`config.mk`:
```
export PLATFORM = sky130hd
export DESIGN_NAME = pipelined_adder
export DESIGN_NICKNAME = d
export VERILOG_FILES = /design/src/rtl/pipelined_adder.sv
export SDC_FILE = /design/constraint.sdc
export NUM_CORES = 1
export LEC_CHECK = 0
export CORE_MARGIN = 4
export CORE_UTILIZATION = 32
export CTS_BUF_LIST = sky130_fd_sc_hd__clkbuf_8
export DETAILED_ROUTE_END_ITERATION = 6
export RECOVER_POWER = 50
export SLEW_MARGIN = 20
export SYNTH_ARGS = -nofsm -noshare
export SYNTH_HDL_FRONTEND = slang
export SYNTH_SLANG_ARGS = --single-unit
export TNS_END_PERCENT = 1
```
`constraint.sdc`:
```
create_clock -name clk -period 7.8 [get_ports clk]
set_input_delay 1.56 -clock clk [delete_from_list [all_inputs] [get_ports clk]]
set_output_delay 1.56 -clock clk [all_outputs]
set_load 0.01 [all_outputs]
```
`src/rtl/pipelined_adder.sv`:
```
// Pipelined WIDTH-bit adder: one CHUNK-bit ripple slice per stage, valid/ready
// handshake with per-stage backpressure, carry-out and signed-overflow flags.
module pipelined_adder #(
  parameter int WIDTH = 32,
  parameter int CHUNK = 8
) (
  input  logic             clk,
  input  logic             rst,
  input  logic             in_valid,
  output logic             in_ready,
  input  logic [WIDTH-1:0] a,
  input  logic [WIDTH-1:0] b,
  input  logic             c_in,
  output logic             out_valid,
  input  logic             out_ready,
  output logic [WIDTH-1:0] sum,
  output logic             c_out,
  output logic             overflow
);

  localparam int STAGES = WIDTH / CHUNK;
  localparam int LAST   = STAGES - 1;

  logic [STAGES-1:0]            r_valid;
  logic [STAGES-1:0][WIDTH-1:0] r_a;
  logic [STAGES-1:0][WIDTH-1:0] r_b;
  logic [STAGES-1:0][WIDTH-1:0] r_sum;
  logic [STAGES-1:0]            r_carry;
  logic                         r_c_msb;

  logic [STAGES-1:0][WIDTH-1:0] w_src_a;
  logic [STAGES-1:0][WIDTH-1:0] w_src_b;
  logic [STAGES-1:0][WIDTH-1:0] w_src_sum;
  logic [STAGES-1:0]            w_src_c;
  logic [STAGES-1:0]            w_src_v;
  logic [STAGES-1:0][CHUNK:0]   w_chunk;
  logic [STAGES-1:0][WIDTH-1:0] w_nxt_sum;
  logic [STAGES-1:0]            w_ready;
  logic                         w_c_msb;
  logic                         w_unused;

  always_comb begin
    // NOTE: every combinational output gets a default first so no path can infer a latch.
    w_src_a   = '0;
    w_src_b   = '0;
    w_src_sum = '0;
    w_src_c   = '0;
    w_src_v   = '0;
    w_chunk   = '0;
    w_nxt_sum = '0;
    w_ready   = '0;

    w_src_a[0]   = a;
    w_src_b[0]   = b;
    w_src_sum[0] = '0;
    w_src_c[0]   = c_in;
    w_src_v[0]   = in_valid;
    for (int s = 1; s < STAGES; s++) begin
      w_src_a[s]   = r_a[s-1];
      w_src_b[s]   = r_b[s-1];
      w_src_sum[s] = r_sum[s-1];
      w_src_c[s]   = r_carry[s-1];
      w_src_v[s]   = r_valid[s-1];
    end

    for (int s = 0; s < STAGES; s++) begin
      w_chunk[s] = {1'b0, w_src_a[s][s*CHUNK +: CHUNK]}
                 + {1'b0, w_src_b[s][s*CHUNK +: CHUNK]}
                 + {{CHUNK{1'b0}}, w_src_c[s]};
      w_nxt_sum[s] = w_src_sum[s];
      w_nxt_sum[s][s*CHUNK +: CHUNK] = w_chunk[s][CHUNK-1:0];
      // A stage may advance if any stage at or after it has a hole, or the consumer takes.
      w_ready[s] = out_ready;
      for (int k = s; k < STAGES; k++) begin
        if (!r_valid[k]) w_ready[s] = 1'b1;
      end
    end

    w_c_msb = w_src_a[LAST][WIDTH-1] ^ w_src_b[LAST][WIDTH-1] ^ w_nxt_sum[LAST][WIDTH-1];
  end

  always_ff @(posedge clk or posedge rst) begin
    if (rst) begin
      // NOTE: data registers are cleared too, so outputs read zero under reset, not stale sums.
      r_valid <= '0;
      r_a     <= '0;
      r_b     <= '0;
      r_sum   <= '0;
      r_carry <= '0;
      r_c_msb <= 1'b0;
    end else begin
      // NOTE: non-blocking updates let every stage sample its predecessor's pre-edge value.
      for (int s = 0; s < STAGES; s++) begin
        if (w_ready[s]) begin
          r_valid[s] <= w_src_v[s];
          if (w_src_v[s]) begin
            r_a[s]     <= w_src_a[s];
            r_b[s]     <= w_src_b[s];
            r_sum[s]   <= w_nxt_sum[s];
            r_carry[s] <= w_chunk[s][CHUNK];
          end
        end
      end
      if (w_ready[LAST] && w_src_v[LAST]) r_c_msb <= w_c_msb;
    end
  end

  // Operand bits already consumed (and the last stage's copy) are carried but never read.
  assign w_unused = ^{r_a, r_b};

  assign in_ready  = w_ready[0];
  assign out_valid = r_valid[LAST];
  assign sum       = r_sum[LAST];
  assign c_out     = r_carry[LAST];
  assign overflow  = r_c_msb ^ r_carry[LAST];

endmodule

```
# After elaboration in Yosys (flattened, before gate mapping)
# Cells that the tools add are included.
[word_totals]
mem_count = 0
rom_bits = 0
regBits = 281
out_inout_bits = 36
input_bits = 69
latch_bits = 0
ram_bits = 0
[classes]
magnitude_cmp = 0
reduce_logical = 5
eq_ne = 0
n_shift = 0
n_mux = 10
n_bitwise = 3
div_mod_pow = 0
n_addsub = 8
multipliers = 0
[ops]
columns = ["op", "count"]
rows = [
  ["8-bit by 8-bit adder with 9-bit output", 4],
  ["9-bit by 1-bit adder with 9-bit output", 4],
  ["1-bit two-way mux", 10],
  ["2-bit AND reduction", 4],
  ["1-bit XOR", 3],
  ["1-bit logical AND", 1],
]

# Logic depth before layout (Yosys ltp)
[logic_depth]
ltp_word = 5
ltp_mapped = 8

# Worst setup path after synthesis
# OpenSTA, ideal clock, no wires.
[synth_timing]
path_kind = "input -> output"
from = "in out_ready"
to = "out in_ready"
t_arrival_ns = 1.845
cell_stages = 2
path_slack_ns = 4.395
cell_sequence = "nor2b_4 -> nand4_4"
[synth_between]
elab_chain_cells = 4
[synth_rtl]
columns = ["element", "line", "rtl"]
rows = [
  ["start, declared", "15", "input logic out_ready,"],
  ["1-bit two-way mux (4 in series)", "75", "if (!r_valid[k]) w_ready[s] = 1'b1;"],
  ["end, declared", "10", "output logic in_ready,"],
]
# No other way between the ends.

# Worst setup path in the final report
[layout_timing]
from = "in out_ready"
to = "reg r_a[30] (netlist bit)"
[layout_between]
elab_chain_cells = 5
[layout_rtl]
columns = ["element", "line", "rtl"]
rows = [
  ["1-bit two-way mux (4 in series)", "75", ""],
  ["2-bit AND reduction (no line)", "--", ""],
  ["end signal, assigned by index", "97", "r_a[s] <= w_src_a[s];"],
  ["end, declared", "25", "logic [STAGES-1:0][WIDTH-1:0] r_a;"],
]
# No other way between the ends.
# A chain may end at the register's enable or synchronous reset.

==> qor.txt <==
Total grt overflow -> 0
Clk Latency, worst-skew pair -> 0.45 ns
Pins Over Slew Limit -> 198
Die area -> 28750 um2
Synthesized cell area -> 8352 um2
Area leader, netlist -> dfrtp_1
DR iter-0 viols -> 148
Sink Count -> 185
Crit Path Max Fanout -> 64
WP data required -> 8.13 ns
Antenna diode instance count -> 0
Startpoint Class -> input pin
Violated checks -> max-capacitance violations, max-slew violations
First-pass GRT wire length -> 24960 um
Vias in the first global route -> 4785
Port bufs -> 104
Status -> complete, but fails checks
Clock transition at path regs -> 0.10 ns
LEAKAGE -> 0.004153 uW
Fmax -> 211.5 MHz
Worst-Margin Slew -> 2.711 ns
Area of the multi-input gates -> 3233 um2
CTS tree -> built
H-tree levels -> 4
Gate Count Post-Synth -> 609
RSZ-0062 raised after global routing -> false
Clock Skews -> 0.01153 ns
Post-cts sizing count -> 0
PnR Total Power -> 3171 uW
Core Rows -> 58
Hold/Removal Path Class -> flip-flop to flip-flop
Antenna viol nets, final -> 0
Fin nets -> 787
Largest net degree at the start of global routing -> 126
Avg Cell Area, Syn -> 13.71 um2
Post-synth top area share -> 55.43%
Post-DP HPWL -> 9921 um
Max-Slew Margin vs Limit -> -81.16%
Total core area -> 25400 um2
Initial core utilization -> 32.88%
Worst Setup Path Type -> input pin to flip-flop
# DRC -> 0
Tmin final -> 4.728 ns
IO Count -> 105
Fill cells -> 2499
Drt total wl -> 15020 um
Post-synth ARST share -> 100.0%
Via Count -> 4697
Number of synthesized register bits -> 185
Final setup TNS -> 0 ns
Via density -> 4.582
Final Hold Viols -> 0
Final core utilization -> 38.39%
Share of cells above drive strength 1 -> 26.47%
Post-synth EDFFs -> 0
Initial antenna violation count -> 0
GP Congestion -> 0.7098
TritonRoute pass-1 iters -> 4
Crit. End Element -> flip-flop
Hold-fix buffers, CTS -> 0
Syn. warnings -> 0
Cell variety after synth -> 39
VDD IR max -> 0.0001328 V
Synth top area cells -> dfrtp_1 (55%), mux2_2 (20%), ha_1 (4.2%)
CTS root buf -> clkbuf_8
Die height -> 169.6 um
Pwr/cell area -> 325.2 nW/um2
Final setup viols -> 0
Die Wd -> 169.6 um
Worst path arrival time -> 5.05 ns
TritonCTS buffer count -> 17
Clock buffer depth -> 2
Avg WL per Cell -> 14.65 um
Gr usage total -> 10.84%
Final Cycle Share -> 60.61%
Max-cap violation count -> 4
Post-CTS Setup Inserts -> 0
Area grow syn2layout -> 16.75%
Reg area -> 4629 um2
Sequential-to-total area share from yosys stat -> 55.43%
Ys flop type -> dfrtp_1
Net count after synthesis -> 714
==> worst paths after layout <==
path	from	endpoint	slack (ns)	cells past startpoint
hold / removal	r_sum[5]$_DFFE_PP0P_	r_sum[5]$_DFFE_PP0P_	0.48	2
setup / recovery	out_ready	r_a[30]$_DFFE_PP0P_	3.07	5
hold reg to reg	r_sum[5]$_DFFE_PP0P_	r_sum[5]$_DFFE_PP0P_	0.48	2
setup reg to reg	r_valid[3]$_DFFE_PP0N_	r_a[30]$_DFFE_PP0P_	4.33	4
min in group asynchronous	rst	sum[1]$_DFFE_PP0P_	1.77	2
max in group asynchronous	rst	sum[28]$_DFFE_PP0P_	4.64	3
==> through the flow <==
step | std cells | hold slack [ns] | cell area, um2 | setup WS [ns]
after global placement | 993 | 0.4579 | 9413 | 3.326
after floorplan | 609 | 0.4446 | 8352 | 1.211
final | 1025 | 0.4808 | 9751 | 3.072
after CTS | 1025 | 0.4888 | 9802 | 3.325
after detailed placement | 993 | 0.4655 | 9413 | 3.326
after global routing | 1025 | 0.5138 | 9751 | 2.761
==> sequential cells by signal, summed over array words and instances (netlist names) <==
register	flops
r_a	48
r_b	48
r_sum	48
sum	32
r_carry	4
r_valid	4
r_c_msb	1
==> per-layer routing <==
metal  share of wire, %  track usage, %  wire [um]
met4                1.3           3.360        191
met1                 47           14.31       7003
met2                 48           17.59       7200
met5                  0               0          0
met3                4.2           2.842        626
==> layout by cell type (no fill, tap or decap), types with 2 or more instances in the layout <==
cell             Yosys  final
nand2b_1             9      9
mux2_1               3      3
a211o_1              2      2
o31ai_1              6      6
inv_6                0      3
a21o_1               8      8
nor2b_1              1      2
and2_1               3      3
nor2_1              13     13
o21a_1               2      2
mux2_2             148    148
a21oi_1             20     20
a41o_1               2      2
a211oi_1             9      9
inv_8                0      5
clkdlybuf4s50_1      0     68
xnor2_1              6      6
inv_1                7      6
fa_1                 8      8
o21ai_0             34     34
dfrtp_1            185    185
o21ai_1              2      2
nand2_1             32     34
ha_1                28     28
o211ai_1             3      3
clkinv_4             0      3
clkinvlp_4           0      3
clkbuf_8             0     17
nor3_1               2      2
a31oi_1              2      2
dlygate4sd3_1        0     36
xor2_1              12     12
==> Yosys cell counts, drive strengths merged, types with 9 or more instances <==
master,instances
nand2,34
o21ai,36
a211oi,9
mux2,151
nand2b,9
nor2,13
a21oi,20
ha,28
buf,51
xor2,12
dfrtp,185
==> worst max-delay path, cell delays in order <==
cell           delay (ns)
dlygate4sd3_1        0.55
nor2b_1              0.24
nand4_1              0.22
nand2_1              1.96
mux2_2               0.47
==> final cells by class <==
| class | count | share of cell area, % |
|---|---|---|
| clock buffer | 17 | 2.400 |
| clock inverter | 15 | 1.591 |
| inverter | 7 | 0.3465 |
| multi-input combinational | 365 | 33.16 |
| sequential | 185 | 47.48 |
| tap | 330 | 4.235 |
| timing repair buffer | 106 | 10.79 |
==> report_power, final <==
| group | internal [uW] | total (uW) | switching (uW) |
|---|---|---|---|
| Sequential | 1280 | 1460 | 175 |
| Combinational | 602 | 1070 | 473 |
| Clock | 265 | 639 | 374 |
==> kinds of logic (layout without fill, tap and decap cells) <==
kind of cell | count (synthesis) | after routing | share of synthesized area, %
AO/OA/AOI/OAI | 93 | 93 | 6.786
XOR/XNOR | 18 | 18 | 1.888
adder cells (fa/ha/maj) | 36 | 36 | 6.112
buffers and inverters | 59 | 145 | 5.348
flip-flops | 185 | 185 | 55.43
multiplexers | 151 | 151 | 20.36
AND/OR/NAND/NOR | 67 | 67 | 4.075
Note: power is estimated with default switching activity, not from simulation.
